$ cat src/rtl/alu_arbiter.sv
// alu_arbiter: shares one combinational ALU between two valid/ready requesters.
// Round-robin grant, operands/op registered in front of the ALU, result/flag
// registered behind it. One operation is in flight at a time.
module alu_arbiter #(
  parameter int WIDTH = 32,
  parameter int OPW   = 4
) (
  input  logic             clk,
  input  logic             reset,
  // Request side, port 0
  input  logic             req_valid0,
  output logic             req_ready0,
  input  logic [WIDTH-1:0] req_a0,
  input  logic [WIDTH-1:0] req_b0,
  input  logic [OPW-1:0]   req_op0,
  // Request side, port 1
  input  logic             req_valid1,
  output logic             req_ready1,
  input  logic [WIDTH-1:0] req_a1,
  input  logic [WIDTH-1:0] req_b1,
  input  logic [OPW-1:0]   req_op1,
  // Response side
  output logic             rsp_valid0,
  input  logic             rsp_ready0,
  output logic             rsp_valid1,
  input  logic             rsp_ready1,
  output logic [WIDTH-1:0] rsp_result,
  output logic             rsp_flag,
  // Shared ALU
  output logic [WIDTH-1:0] alu_a,
  output logic [WIDTH-1:0] alu_b,
  output logic [OPW-1:0]   alu_op,
  input  logic [WIDTH-1:0] alu_result,
  input  logic             alu_flag
);

  typedef enum logic [1:0] {
    ST_IDLE = 2'd0,
    ST_EXEC = 2'd1,
    ST_RESP = 2'd2
  } state_e;

  state_e           state_q,      state_d;
  logic             owner_q,      owner_d;
  logic             last_grant_q, last_grant_d;
  logic [WIDTH-1:0] alu_a_q,      alu_a_d;
  logic [WIDTH-1:0] alu_b_q,      alu_b_d;
  logic [OPW-1:0]   alu_op_q,     alu_op_d;
  logic [WIDTH-1:0] rsp_result_q, rsp_result_d;
  logic             rsp_flag_q,   rsp_flag_d;
  logic             grant0,       grant1;
  logic             owner_ack;

  // Round-robin arbitration: a lone requester wins; on a tie the port that
  // was not granted last time wins. Mutually exclusive by construction.
  always_comb begin
    grant0 = req_valid0 & (~req_valid1 | last_grant_q);
    grant1 = req_valid1 & (~req_valid0 | ~last_grant_q);
  end

  // Next-state and request-ready logic; registers hold unless a state acts on them.
  always_comb begin
    // NOTE: every signal written here is given a default first, so no branch
    // leaves one unassigned and no latch is inferred.
    state_d      = state_q;
    owner_d      = owner_q;
    last_grant_d = last_grant_q;
    alu_a_d      = alu_a_q;
    alu_b_d      = alu_b_q;
    alu_op_d     = alu_op_q;
    rsp_result_d = rsp_result_q;
    rsp_flag_d   = rsp_flag_q;
    req_ready0   = 1'b0;
    req_ready1   = 1'b0;
    owner_ack    = owner_q ? rsp_ready1 : rsp_ready0;

    unique case (state_q)
      ST_IDLE: begin
        req_ready0 = grant0;
        req_ready1 = grant1;
        if (grant0) begin
          alu_a_d      = req_a0;
          alu_b_d      = req_b0;
          alu_op_d     = req_op0;
          owner_d      = 1'b0;
          last_grant_d = 1'b0;
          state_d      = ST_EXEC;
        end else if (grant1) begin
          alu_a_d      = req_a1;
          alu_b_d      = req_b1;
          alu_op_d     = req_op1;
          owner_d      = 1'b1;
          last_grant_d = 1'b1;
          state_d      = ST_EXEC;
        end
      end
      ST_EXEC: begin
        // ALU has had a full cycle to settle on the registered operands.
        rsp_result_d = alu_result;
        rsp_flag_d   = alu_flag;
        state_d      = ST_RESP;
      end
      ST_RESP: begin
        // Only the owning port's ready completes the response.
        if (owner_ack) state_d = ST_IDLE;
      end
      default: state_d = ST_IDLE;
    endcase
  end

  // State and datapath registers; asynchronous reset drops any in-flight op.
  always_ff @(posedge clk or posedge reset) begin
    // NOTE: sequential state uses non-blocking assignments so every register
    // samples the pre-edge values regardless of statement order.
    if (reset) begin
      state_q      <= ST_IDLE;
      owner_q      <= 1'b0;
      last_grant_q <= 1'b1;
      alu_a_q      <= '0;
      alu_b_q      <= '0;
      alu_op_q     <= '0;
      rsp_result_q <= '0;
      rsp_flag_q   <= 1'b0;
    end else begin
      state_q      <= state_d;
      owner_q      <= owner_d;
      last_grant_q <= last_grant_d;
      alu_a_q      <= alu_a_d;
      alu_b_q      <= alu_b_d;
      alu_op_q     <= alu_op_d;
      rsp_result_q <= rsp_result_d;
      rsp_flag_q   <= rsp_flag_d;
    end
  end

  assign rsp_valid0 = (state_q == ST_RESP) & ~owner_q;
  assign rsp_valid1 = (state_q == ST_RESP) &  owner_q;
  assign rsp_result = rsp_result_q;
  assign rsp_flag   = rsp_flag_q;
  assign alu_a      = alu_a_q;
  assign alu_b      = alu_b_q;
  assign alu_op     = alu_op_q;

endmodule

$ cat config.mk
export PLATFORM = sky130hd
export DESIGN_NAME = alu_arbiter
export DESIGN_NICKNAME = d
export VERILOG_FILES = /design/src/rtl/alu_arbiter.sv
export SDC_FILE = /design/constraint.sdc
export NUM_CORES = 1
export LEC_CHECK = 0
export CORE_MARGIN = 3
export CORE_UTILIZATION = 35
export CTS_CLUSTER_DIAMETER = 50
export CTS_CLUSTER_SIZE = 30
export DETAILED_ROUTE_END_ITERATION = 8
export GPL_TIMING_DRIVEN = 0
export PLACE_DENSITY = 0.78
export SYNTH_ARGS = -nofsm -noshare
export SYNTH_HDL_FRONTEND = slang
export SYNTH_SLANG_ARGS = --single-unit
$ cat constraint.sdc
create_clock -name clk -period 2.89 [get_ports clk]
set_input_delay 0.289 -clock clk [delete_from_list [all_inputs] [get_ports clk]]
set_output_delay 0.289 -clock clk [all_outputs]
set_load 0.05 [all_outputs]
==> results of run 1 <==
==> repair_timing <==
item                       in CTS  in global routing
gates resized for setup         2                  3
setup endpoints to repair       1                  2
cloned                          0                  0
==> final cells by class <==
class | instances | area share (%)
Inverter | 3 | 0.184
Clock buffer | 9 | 2.76
Multi-Input combinational cell | 322 | 23.5
Sequential cell | 105 | 32.2
Buffer | 57 | 3.06
Tap cell | 176 | 2.70
Timing Repair Buffer | 280 | 34.6
Clock inverter | 7 | 1.06
==> stage by stage <==
stage / util, % / TNS [ns] / power [mW] / hold slack [ns] / instance area (µm²)
final: 61.2 / 0 / 10.4 / 0.377 / 8170
after global routing: 61.2 / 0 / 10.9 / 0.419 / 8170
after CTS: 61.2 / 0 / 10.4 / 0.382 / 8160
after detailed placement: 58.8 / -0.0182 / 9.15 / 0.491 / 7850
after global placement: 58.5 / 0 / 9.02 / 0.487 / 7810
after floorplan: - / 0 / 6.79 / 0.440 / 4810
==> state kept, by name, summed over array words and instances, names as in the netlist <==
register and flops:
state_q 2, alu_op 4, rsp_result 32, alu_b 32, owner_q 1, last_grant_q 1, alu_a 32, rsp_flag 1
==> placed cells by master (no fill, tap or decap) <==
cell	n
inv_2	1
mux2_2	34
or2_1	1
dlygate4sd2_1	1
buf_4	1
buf_6	2
inv_6	2
clkbuf_1	40
nand3_1	68
a31oi_1	69
buf_2	12
clkinvlp_4	2
bufinv_16	1
inv_1	1
and3_1	1
dfstp_2	1
nand2_1	1
a21oi_1	71
nand2b_1	3
dfrtp_1	104
inv_8	2
clkdlybuf4s50_1	276
clkbuf_2	2
and2_1	1
dlymetal6s2s_1	1
clkinv_4	1
nor2_2	1
buf_12	2
and2b_1	1
nor2_1	2
clkbuf_16	9
o21ai_0	69
==> power by group through the flow <==
| stage | clock, mW | combinational [mW] | sequential [mW] |
|---|---|---|---|
| global placement | 0 | 6.38 | 2.64 |
| detailed placement | 0 | 6.48 | 2.67 |
| CTS | 1.31 | 6.48 | 2.65 |
| global route | 1.37 | 6.79 | 2.75 |
| finish | 1.28 | 6.45 | 2.65 |
| floorplan | 0 | 1.65 | 5.14 |
==> metal layers <==
metal / track usage (%) / share of wire [%] / vias up / wire [µm]
li1: - / - / 2397 / -
met1: 27.1 / 37 / 2495 / 6790
met2: 40.1 / 50 / 296 / 9190
met3: 7.78 / 11 / 26 / 2000
met4: 6.23 / 1.6 / 0 / 286
met5: 0 / 0 / - / 0
==> worst min-delay path by stage <==
stage	startpoint	to	slack, ns	depth (start not counted)
final	reset	alu_a[22]	0.38	2
after global routing	req_valid0	owner_q	0.42	3
after floorplan	alu_result[18]	rsp_result[18]	0.44	1
after global placement	rsp_result[6]	rsp_result[6]	0.49	1
after detailed placement	rsp_result[25]	rsp_result[25]	0.49	1
after CTS	reset	alu_a[17]	0.38	2
==> logic make-up (layout without fill, tap and decap cells) <==
group	Yosys count	in the layout	synth area share (%)
flops	105	105	54.7
simple gates	79	79	8.33
buf+inv	60	356	5.42
compound gates	209	209	23.6
mux	34	34	7.97
==> worst max-delay path, cell delays in order (launching register included) <==
cell and delay (ns):
dfrtp_1 0.40, nor2_2 0.47, clkbuf_2 0.33, nand2_1 0.12, a21oi_1 0.12, dlygate4sd2_1 0.56
==> qor.csv, run 1 <==
metric,value,unit
r2r-end,alu_b[6],
setup_viol,0,
yosysWarnings,0,
arrival,2.35,ns
gp_congestion,0.835,
io_buffers,278,
combPwrFrac,62.1,%
netlist_area,4800,µm²
synth_common_cells,"dfrtp_1 (104), a21oi_1 (71), a31oi_1 (69), o21ai_0 (69), nand3_1 (68)",
endpoint,req_ready1,
async_reset_ff_share,100,%
cp_max_fo,10,
final-max-slew-violation-count,0,
crit_path_start,state_q[0],
num_rows,42,
hpwl,14000,µm
drt_wl_total,18300,µm
synth-edff-count,0,
synthTopCellsByArea,"dfrtp_1 (54%), a31oi_1 (9.0%), mux2_2 (8.0%), a21oi_1 (7.4%), o21ai_0 (7.2%)",
globalRouteOverflowTotal,0,
cts_inserted_buffers,9,
end_kind,output port,
multi_input_area,1920,µm²
worstSetupPathType,reg -> out,
die_area,15200,µm²
first_global_vias,5270,
vias_per_cell,5.44,
sw_frac_of_total,50.3,%
post_cts.repair.setup_buffers,0,
cts_tree,built,
maxCapViolCount,0,
maxSlewHeadroom,57.0,%
fin_crit,2.64,ns
cts_hold_buf,0,
setup_slack,0.251,ns
tightest_slew,0.644,ns
clock_sinks,105,
r2r_start,last_grant_q,
drt_pass1_iterations,5,
insertion_delay,0.34,ns
fillers,1136,
reg2reg_depth,6,
outcome,"finished, final reports clean",
place_ws,-0.0182,ns
clk_path_buf_depth,2,
intPower,5.16,mW
place_inst,943,
vias,5214,
htree_levels,3,
finalClockSkew,0.00706,ns
grt_use_total,23.0,%
fmax,379,MHz
rsz0062_at_grt,false,
num_antenna_cells,0,
final-seq-area,2630,µm²
p_seq_share,25.5,%
synth_top_area_share,54.2,%
drc_errors,0,
rrSetupSlack,0.92,ns
start_util,36.0,%
grt_pass1_wl,27300,µm
final-hold-violation-count,0,
syn_to_final_growth,70.0,%
synthesis.nets,662,
drt_first_iter_violations,335,
die_h,123,µm
final_layout_size_suffix_gt1_share,9.32,%
cts-root-buf,clkbuf_16,
antenna_left,0,
min_path_type,in -> async,
fp.coreArea,13300,µm²
fp.dieW,123,µm
wl_per_cell,19.0,µm
fin_crit_sh,91.3,%
power_density,1270,nW/µm²
antenna_found_initial,0,
synth_cell_types,21,
ir_drop,0.580,mV
clk_pin_slew_worst_paths,0.08,ns
grt_max_degree,43,
required,2.60,ns
synth_area_leader_cell,dfrtp_1,
p_clk_share,12.4,%
critPathLaunchType,flop,
ios,280,
p_switching,5.22,mW
synth-seq-cells,105,
yosysMostFrequentCell,dfrtp_1,
leakagePower,3.16,nW
synth_ff_type,dfrtp_1,
syn_avg_cell_area,9.87,µm²
nets,953,
synth_cells,487,
seq_area_frac_synth,54.7,%
stdcell_count,959,
(Power assumes the default switching activity.)
==> run 2, diff against run 1 <==
- SLEW_MARGIN: unset -> 20
- clock period: 2.89 -> 2.24 ns (I/O delays scaled with it)
==> run 2 against run 1 <==
- die area unchanged
- first-iteration DRC count grew 11%
- clock skew is essentially flat
- clock power grew 23%
- clock-buffer cell count unchanged
- power up 29%
- non-clock buffer count rose by 3
- critical path depth did not move
- combinational power rose by 30%
- largest cell class unchanged
- highest routed layer unchanged
==> qor.csv, run 2 (synthesis results as in run 1) <==
metric,value,unit
outcome,"finished, final reports clean",
rsz0062_at_grt,false,
cts_tree,built,
first_global_vias,5187,
clk_pin_slew_worst_paths,0.08,ns
final-max-slew-violation-count,0,
critPathLaunchType,flop,
maxCapViolCount,0,
placed_area,7870,µm²
drt_first_iter_violations,372,
hpwl,14100,µm
cts-root-buf,clkbuf_16,
power_density,1630,nW/µm²
critical_path_depth,5,
die_h,123,µm
clk_path_buf_depth,2,
min_path_type,in -> async,
die_area,15200,µm²
stdcell_count,962,
grt_use_total,22.9,%
num_antenna_cells,0,
leakagePower,3.16,nW
path_buf_inv,2,
drc_errors,0,
arrival,1.89,ns
drt_wl_total,18200,µm
final_layout_size_suffix_gt1_share,9.92,%
path_cells,nor2_4 > clkbuf_2 > nand2_1 > a21oi_1 > clkdlybuf4s18_2,
final_util,61.3,%
fin_crit,2.12,ns
holdWs,0.218,ns
nets,956,
total_power,13.4,mW
grt_pass1_wl,27000,µm
ios,280,
antenna_found_initial,0,
fin_crit_sh,94.5,%
final_cell_mix,"clkdlybuf4s50_1 (276), dfrtp_1 (104), a21oi_1 (71)",
globalRouteOverflowTotal,0,
cp_slowest_cell,dfrtp_1,
cp_top_family,buffers and inverters,
final_cell_area,8180,µm²
num_rows,42,
fmax,472,MHz
setup_viol,0,
final-hold-violation-count,0,
cp_max_fo,10,
tightest_slew,0.608,ns
ir_drop,0.832,mV
reg2reg_depth,5,
rrSetupSlack,0.26,ns
vias_per_cell,5.41,
insertion_delay,0.34,ns
required,2.02,ns
layout_commonest_cell,clkdlybuf4s50_1,
place_ws,-0.597,ns
end_kind,output port,
maxSlewHeadroom,59.5,%
start_util,36.0,%
htree_levels,3,
fillers,1143,
setup-tns-final,0,ns
critPathMaxStageDelay,0.43,ns
gp_congestion,0.835,
io_buffers,278,
fp.dieW,123,µm
worstSetupPathType,reg -> out,
place_inst,944,
wl_per_cell,19.0,µm
syn_to_final_growth,70.3,%
grt_max_degree,36,
antenna_left,0,
cts_inserted_buffers,9,
drt_pass1_iterations,6,
vias,5208,
clock_sinks,105,
fp.coreArea,13300,µm²
finalClockSkew,0.00698,ns
setup_slack,0.123,ns
-- run 2: changes by cell type in the layout (fill, tap and decap cells not counted) --
cell and change:
inv_6 +2, nor2_4 +1, clkdlybuf4s18_2 +1, buf_4 +3
clkinvlp_4 -1, nor2_2 -1, buf_12 +1, dlygate4sd2_1 -1
dlymetal6s2s_1 -1, bufinv_16 -1
-- run 2: worst paths after layout --
check / startpoint / to
max: state_q[0] / req_ready1
max in group asynchronous: reset / last_grant_q
max reg2reg: last_grant_q / alu_b[7]
min in group clk: req_valid0 / owner_q
min reg2reg: rsp_result[23] / rsp_result[23]
min: reset / alu_a[17]
-- run 2: final cells by class --
| type | count | area [µm²] | share of cell area, % |
|---|---|---|---|
| Tap cell | 176 | 220 | 2.69 |
| Multi-Input combinational cell | 322 | 1920 | 23.5 |
| Sequential cell | 105 | 2630 | 32.1 |
| Clock inverter | 7 | 66.3 | 0.810 |
| Clock buffer | 9 | 225 | 2.75 |
| Inverter | 3 | 15.0 | 0.183 |
| Timing Repair Buffer | 283 | 2850 | 34.9 |
| Buffer | 57 | 253 | 3.09 |
-- run 2: per-layer routing --
metal,wire length [µm],global-route usage (%)
met3,1950,6.82
met4,262,6.30
met1,6970,27.8
met5,0,0
met2,9050,39.4
-- run 2: where the power goes --
part | switching, mW | total (mW) | internal, mW
clock | 0.790 | 1.58 | 0.790
sequential | 0.545 | 3.43 | 2.88
combinational | 5.44 | 8.36 | 2.92
-- run 2: repair_timing --
item,in CTS,in global routing
setup endpoints to repair,2,1
resized for setup,13,0
endpoints found under the hold margin,0,0
setup buffers,0,2
pin swaps,1,1
hold buffers,0,0
==> run 3, diff against run 2 <==
- PLACE_DENSITY: 0.78 -> 0.74
- RECOVER_POWER: unset -> 100
==> run 3 against run 2 <==
- largest power group unchanged
- clock-buffer cell count stayed put
- via count fell by 0.21%
- first-iteration DRC count up 3.0%
- register-to-register slack hardly changed
- clock power increased by 4%
- cell count unchanged
==> qor.csv, run 3 (synthesis results as in run 1) <==
metric,value,unit
min_path_type,in -> reg,
globalRouteOverflowTotal,0,
maxCapViolCount,0,
reg2reg_depth,5,
cts-root-buf,clkbuf_16,
fp.coreArea,13300,µm²
htree_levels,3,
final-max-slew-violation-count,0,
min_path_cells,3,
tightest_slew,0.930,ns
drt_wl_total,18200,µm
r2r_start,last_grant_q,
critPathLaunchType,flop,
cts_tree,built,
drc_errors,0,
required,2.02,ns
power_density,1600,nW/µm²
ir_drop,0.868,mV
grt_max_degree,31,
drt_pass1_iterations,5,
num_rows,42,
cp_max_fo,10,
arrival,1.93,ns
rrSetupSlack,0.27,ns
total_power,13.0,mW
clk_path_buf_depth,2,
r2r-end,alu_b[6],
die_h,123,µm
fmax,464,MHz
hpwl,13900,µm
leakagePower,3.11,nW
rsz0062_at_grt,false,
insertion_delay,0.35,ns
stdcell_count,962,
drt_first_iter_violations,383,
cts_hold_buf,0,
nets,956,
antenna_left,0,
hold_path_startpoint,req_valid0,
grt_use_total,23.2,%
place_inst,944,
final_layout_size_suffix_gt1_share,9.41,%
first_global_vias,5251,
layout_commonest_cell,clkdlybuf4s50_1,
die_area,15200,µm²
worstSetupPathType,reg -> out,
clk_pin_slew_worst_paths,0.08,ns
setup_slack,0.0860,ns
fin_crit,2.15,ns
fin_crit_sh,96.2,%
grt_pass1_wl,27400,µm
vias,5197,
final_cell_mix,"clkdlybuf4s50_1 (173), dfrtp_1 (104), dlygate4sd3_1 (102)",
cts_inserted_buffers,9,
antenna_found_initial,0,
place_ws,-0.649,ns
clock_sinks,105,
final-hold-violation-count,0,
num_antenna_cells,0,
io_buffers,278,
finalClockSkew,0.0101,ns
setup_viol,0,
ios,280,
wl_per_cell,18.9,µm
maxSlewHeadroom,37.6,%
vias_per_cell,5.40,
fp.dieW,123,µm
syn_to_final_growth,69.2,%
outcome,"finished, final reports clean",
end_kind,output port,
start_util,36.0,%
gp_congestion,0.860,
whs_endpoint,owner_q,
[run 3: cell types whose count changed in the layout (fill, tap and decap cells not counted), moves of 2 or more]
cell | before | now
buf_2 | 12 | 8
dlygate4sd3_1 | 0 | 102
inv_8 | 2 | 0
clkdlybuf4s50_1 | 276 | 173
inv_6 | 4 | 2
clkbuf_1 | 40 | 45
clkbuf_2 | 2 | 5
buf_12 | 3 | 0
[run 3: critical path: stages, from the launching register on]
cell and delay (ns):
dfstp_2 0.56, nand2b_1 0.10, buf_2 0.18, buf_2 0.27, and3_1 0.22, clkbuf_4 0.24
[run 3: cell type report]
class / count / area, µm²
Tap cell: 176 / 220
Inverter: 3 / 12.5
Fill cell: 1176 / 5220
Timing Repair Buffer: 283 / 2800
Clock inverter: 7 / 77.6
Clock buffer: 9 / 225
Sequential cell: 105 / 2630
Buffer: 57 / 245
Multi-Input combinational cell: 322 / 1920
[run 3: how the worst max path moves through the flow]
stage | start | endpoint | cells past startpoint
floorplan | state_q[0] | req_ready1 | 4
global placement | state_q[0] | req_ready1 | 5
detailed placement | state_q[0] | req_ready1 | 5
CTS | state_q[0] | req_ready1 | 5
global route | last_grant_q | req_ready0 | 5
finish | last_grant_q | req_ready0 | 5
[run 3: stage by stage]
step	area [µm²]	hold slack, ns	TNS [ns]	utilization, %
after global routing	8130	0.358	0	60.9
after detailed placement	7870	0.493	-1.38	59.0
final	8130	0.351	0	60.9
after global placement	7810	0.486	-31.40	58.5
after CTS	8180	0.313	-0.0360	61.3
after floorplan	4810	0.375	0	-
[run 3: power breakdown]
| part | leakage (nW) | total (mW) | internal (mW) | switching, mW |
|---|---|---|---|---|
| Combinational | 1.78 | 7.99 | 2.56 | 5.44 |
| Sequential | 1.19 | 3.38 | 2.88 | 0.503 |
| Clock | 0.146 | 1.64 | 0.878 | 0.759 |
| Total | 3.11 | 13.0 | 6.31 | 6.70 |
[run 3: what timing repair did]
item,in CTS,in global routing
setup buffers,0,2
endpoints found under the setup margin,2,3
gates resized for setup,12,2
cloned,0,0
pin swaps,0,1
[run 3: metal layers]
| metal | GRT usage (%) | up-vias | wire, µm |
|---|---|---|---|
| met2 | 39.6 | 259 | 9030 |
| met1 | 27.9 | 2515 | 7000 |
| met3 | 7.18 | 28 | 1780 |
| met4 | 7.20 | 0 | 371 |
| met5 | 0 | - | 0 |
| li1 | - | 2395 | - |
==> variant 1: new RTL, settings of run 2 <==
Set the parameter `OPW` to 5 (it was 4).
--- a/src/rtl/alu_arbiter.sv
+++ b/src/rtl/alu_arbiter.sv
@@ -4,5 +4,5 @@
 module alu_arbiter #(
   parameter int WIDTH = 32,
-  parameter int OPW   = 4
+  parameter int OPW   = 5
 ) (
   input  logic             clk,
Ports: changed (resized alu_op, req_op0 and req_op1); port bits go from 280 to 283. No check against the original RTL was run, so the function may have changed too.
==> variant 1 against run 2 <==
  * Synthesized area is 2.0% higher
  * Setup slack worse by 11 ps
  * Global-route usage fell by 0.31 points
  * Power rose by 1.0%
  * Die area grew 1.9%
  * Combinational power is 2% higher
  * Count of clock-buffer cells in the layout rose by 3
  * Design area is 1.5% higher
  * First-iteration DRC count is 7.8% lower
  * Routed wire length shrank 0.76%
  * Sequential cell count rose by 1
  * Largest cell class unchanged
==> variant 1: results (changes against run 2) <==
[run_status]
status = finished clean

[grt]
grt_pass1_wl_um = 28280  ; +4.6%
grt_start_max_net_pins = 32  ; -11%
grt_use_met1_pct = 27.44  ; -0.40 points
grt_util_met2_pct = 39.15  ; -0.26 points
grtUsageMet3_pct = 5.832  ; -0.98 points
track_usage_pct = 22.56  ; -0.31 points
grt_pass1_vias = 5308  ; +2.3%

[power]
switchingPower_mw = 6.735  ; -0.64%
powerDensity_nw_per_um2 = 1626  ; -0.48%
pg_comb_mw = 8.49  ; +2%
power.leakage_nw = 3.195  ; +1.2%
ir_worst_vdd_v = 0.0007947  ; -4.5%
total_power_mw = 13.50  ; +1.0%

[route]
wl_met3_um = 1377  ; -29%
routed_wl_um = 18090  ; -0.76%
wl_met1_um = 7160  ; +2.7%
vias_per_cell = 5.370  ; -0.80%
drtIter0Drc = 343  ; -7.8%
firstDrtPassIters = 5  ; -1
wl_per_cell_um = 18.67  ; -1.5%
wl_met2_um = 9132  ; +0.92%

[yosys]
yosysSeqAreaShare_pct = 54.18  ; -0.54 points
synthTopCellsByArea = dfrtp_1 54%, a31oi_1 8.9%, mux2_2 7.8%
ys_warn_count = 0  ; unchanged
synth-seq-cells = 106  ; +0.95%
syn_nets = 670  ; +1.2%
syn_area_per_cell_um2 = 9.936  ; +0.71%
synthMuxAreaShare_pct = 7.816  ; -0.15 points
ys_async_sr_fraction_pct = 100.0  ; unchanged
ys_top_cells_by_count = 105 x dfrtp_1, 72 x a21oi_1, 70 x a31oi_1
synth-compound-area-share_pct = 23.45  ; -0.12 points
synth_cell_types = 20  ; -4.8%

[final_layout]
drive_above_1_share_pct = 9.836  ; -0.088 points
nets = 965  ; +0.94%
seq_share_pct = 31.95  ; -0.17 points
clockNetworkAreaShare_pct = 3.600  ; +0.038 points
syn_to_final_growth_pct = 69.58
multi_input_cells = 326  ; +1.2%
multi_input_area_share_pct = 23.38  ; -0.12 points
clkbuf_count = 12  ; +3
fillers = 1122  ; -1.8%
n_all_buffers = 342  ; +0.59%
area_share_nonclk_buffers_pct = 38.24  ; +0.30 points

[critical_path]
crit_start = last_grant_q
cp_data_arrival_time_ps = 1900

[place]
globalplace.congestion = 0.8803  ; +5.5%
place_area_um2 = 8005  ; +1.7%
dp_slack_ps = -740.2  ; -142.8 ps
hpwl_um = 14050  ; -0.47%
dp_cells = 954  ; +1.1%
numPortBuffers = 282  ; +1.4%

[sta]
fin_skew_ps = 11.52  ; +4.542 ps
slew_headroom_pct = 62.29  ; +2.8 points
tns_ps = 0  ; unchanged

[clock_tree]
htreeDepth = 3  ; unchanged
cts_made_buffers = 9  ; unchanged

## variant 1: cell count changes after synthesis, sizes merged
cell	before	now
a21oi	71	72
a31oi	69	70
clkbuf	42	43
dfrtp	104	105
nand3	68	69
o21ai	69	70
## variant 1: worst max-delay path, stage by stage, from the launching register on
cell and delay (ps):
dfstp_2 560, nand2b_2 270, clkbuf_4 270, and3_1 190, buf_2 280
## variant 1: worst paths after layout
| check | endpoint | slack [ps] | cells past startpoint |
|---|---|---|---|
| worst max-delay path | req_ready0 | 110 | 4 |
| worst min-delay path | rsp_result[19] | 270 | 2 |
| worst max register to register | alu_op[1] | 320 | 5 |
| worst min register to register | rsp_result[15] | 510 | 1 |
| max in group asynchronous | last_grant_q | 1160 | 4 |
| min in group clk | alu_a[21] | 460 | 3 |
## variant 1: repair_timing
| action | in CTS | in global routing |
|---|---|---|
| gates resized for setup | 15 | 6 |
| endpoints found under the setup margin | 2 | 2 |
| hold buffers | 0 | 0 |
| gates cloned | 0 | 0 |
==> variant 2: new RTL, settings of run 2 <==
Made on the original files. Encoding of `state_e`: now one-hot (3 bits for 3 states).
--- a/src/rtl/alu_arbiter.sv
+++ b/src/rtl/alu_arbiter.sv
@@ -35,8 +35,8 @@
 );
 
-  typedef enum logic [1:0] {
-    ST_IDLE = 2'd0,
-    ST_EXEC = 2'd1,
-    ST_RESP = 2'd2
+  typedef enum logic [2:0] {
+    ST_IDLE = 3'b001,
+    ST_EXEC = 3'b010,
+    ST_RESP = 3'b100
   } state_e;
 
Behaviour: same outputs for any inputs over 4 cycles, from zero or initial values and one cycle with reset high; so few cycles prove little.
==> variant 2 against run 2 <==
  * Setup slack worse by 20 ps
  * Sequential share of layout area is 1.0 points higher
  * Design area is 2.2% lower
  * Largest power group unchanged
  * Global-route usage is 1.7 points lower
  * Synthesized area is 3.8% lower
  * Critical endpoint is now req_ready0
  * Sequential cell count is 1 higher
  * Routed wire length is 12% lower
  * Largest cell class unchanged
  * Hold slack better by 2.9 ps
  * Combinational power is 0.8% lower
  * Power hardly changed
  * Register-to-register slack better by 150 ps
  * Sequential power hardly changed
==> variant 2: results (changes against run 2) <==
[final_layout]
area_share_nonclk_buffers_pct = 38.29  ; +0.34 points
clkbuf_count = 11  ; +2
seqCellArea_um2 = 2655  ; +1.0%
nets = 806  ; -16%
multi_input_cells = 188  ; -42%
clockNetworkAreaShare_pct = 3.844  ; +0.28 points
instances_no_fill = 806  ; -16%
multi_input_area_share_pct = 21.83  ; -1.7 points
fillers = 991  ; -13%
n_all_buffers = 323  ; -5.0%

[sta]
worst_slew_pin_slew_ps = 616.3  ; +8.082 ps
fin_skew_ps = 6.362  ; -0.6202 ps

[place]
dp_slack_ps = -322.3  ; +275.1 ps
numPortBuffers = 279  ; +0.36%
place_area_um2 = 7699  ; -2.2%
hpwl_um = 12460  ; -12%
dp_cells = 792  ; -16%
globalplace.congestion = 0.7774  ; -6.9%

[grt]
grtUsageMet3_pct = 5.967  ; -0.85 points
grt_pass1_vias = 4426  ; -15%
track_usage_pct = 21.19  ; -1.7 points
grt_start_max_net_pins = 35  ; -2.8%

[power]
swShare_pct = 46.96  ; -3.7 points
power.leakage_nw = 3.082  ; -2.3%
p_comb_share_pct = 62.0  ; -0.5 points
ir_worst_vdd_v = 0.001165  ; +40%
seq_power_mw = 3.42  ; about the same

[route]
drtIter0Drc = 163  ; -56%
wl_met2_um = 7927  ; -12%
firstDrtPassIters = 4  ; -2
wl_met3_um = 1381  ; -29%

[critical_path]
cp_slowest_cell = dfstp_2
cp_data_arrival_time_ps = 1910  ; +20 ps
max_stage_delay_ps = 550  ; +120 ps
reg2regPathDepth = 4  ; -1

[yosys]
ys_top_cells_by_count = 104 x dfrtp_1, 68 x o32ai_1, 62 x a2bb2oi_1
synthTopCellsByArea = dfrtp_1 56%, o32ai_1 13%, a2bb2oi_1 12%
yosysSeqAreaShare_pct = 57.44  ; +2.7 points
synth_cell_types = 25  ; +19%
netlist_instances = 338  ; -31%
synthMuxAreaShare_pct = 8.284  ; +0.31 points

[run_status]
status = finished clean

[clock_tree]
post_cts_resized = 8  ; -5
cts.sinks = 106  ; +0.95%

[floorplanning]
core-area_um2 = 12770  ; -4.3%

variant 2: cell count changes in the layout (fill, tap and decap cells not counted), moves of 3 or more:
cell / before / now
o32ai_1: 0 / 68
a2bb2oi_2: 0 / 6
o21ai_0: 69 / 0
inv_6: 4 / 0
nand2b_1: 3 / 0
nor2_1: 2 / 6
buf_6: 2 / 5
clkbuf_1: 40 / 24
a31oi_1: 69 / 1
nand3_1: 68 / 0
a21oi_1: 71 / 1
a2bb2oi_1: 0 / 62
variant 2: worst paths after layout:
| check | from | end | slack, ps |
|---|---|---|---|
| min in group clk | alu_result[16] | rsp_result[16] | 490 |
| worst max register to register | state_q[0] | alu_b[1] | 410 |
| worst min register to register | rsp_result[13] | rsp_result[13] | 510 |
| worst min-delay path | reset | rsp_result[11] | 220 |
| worst max-delay path | last_grant_q | req_ready0 | 100 |
| max in group asynchronous | reset | last_grant_q | 1220 |
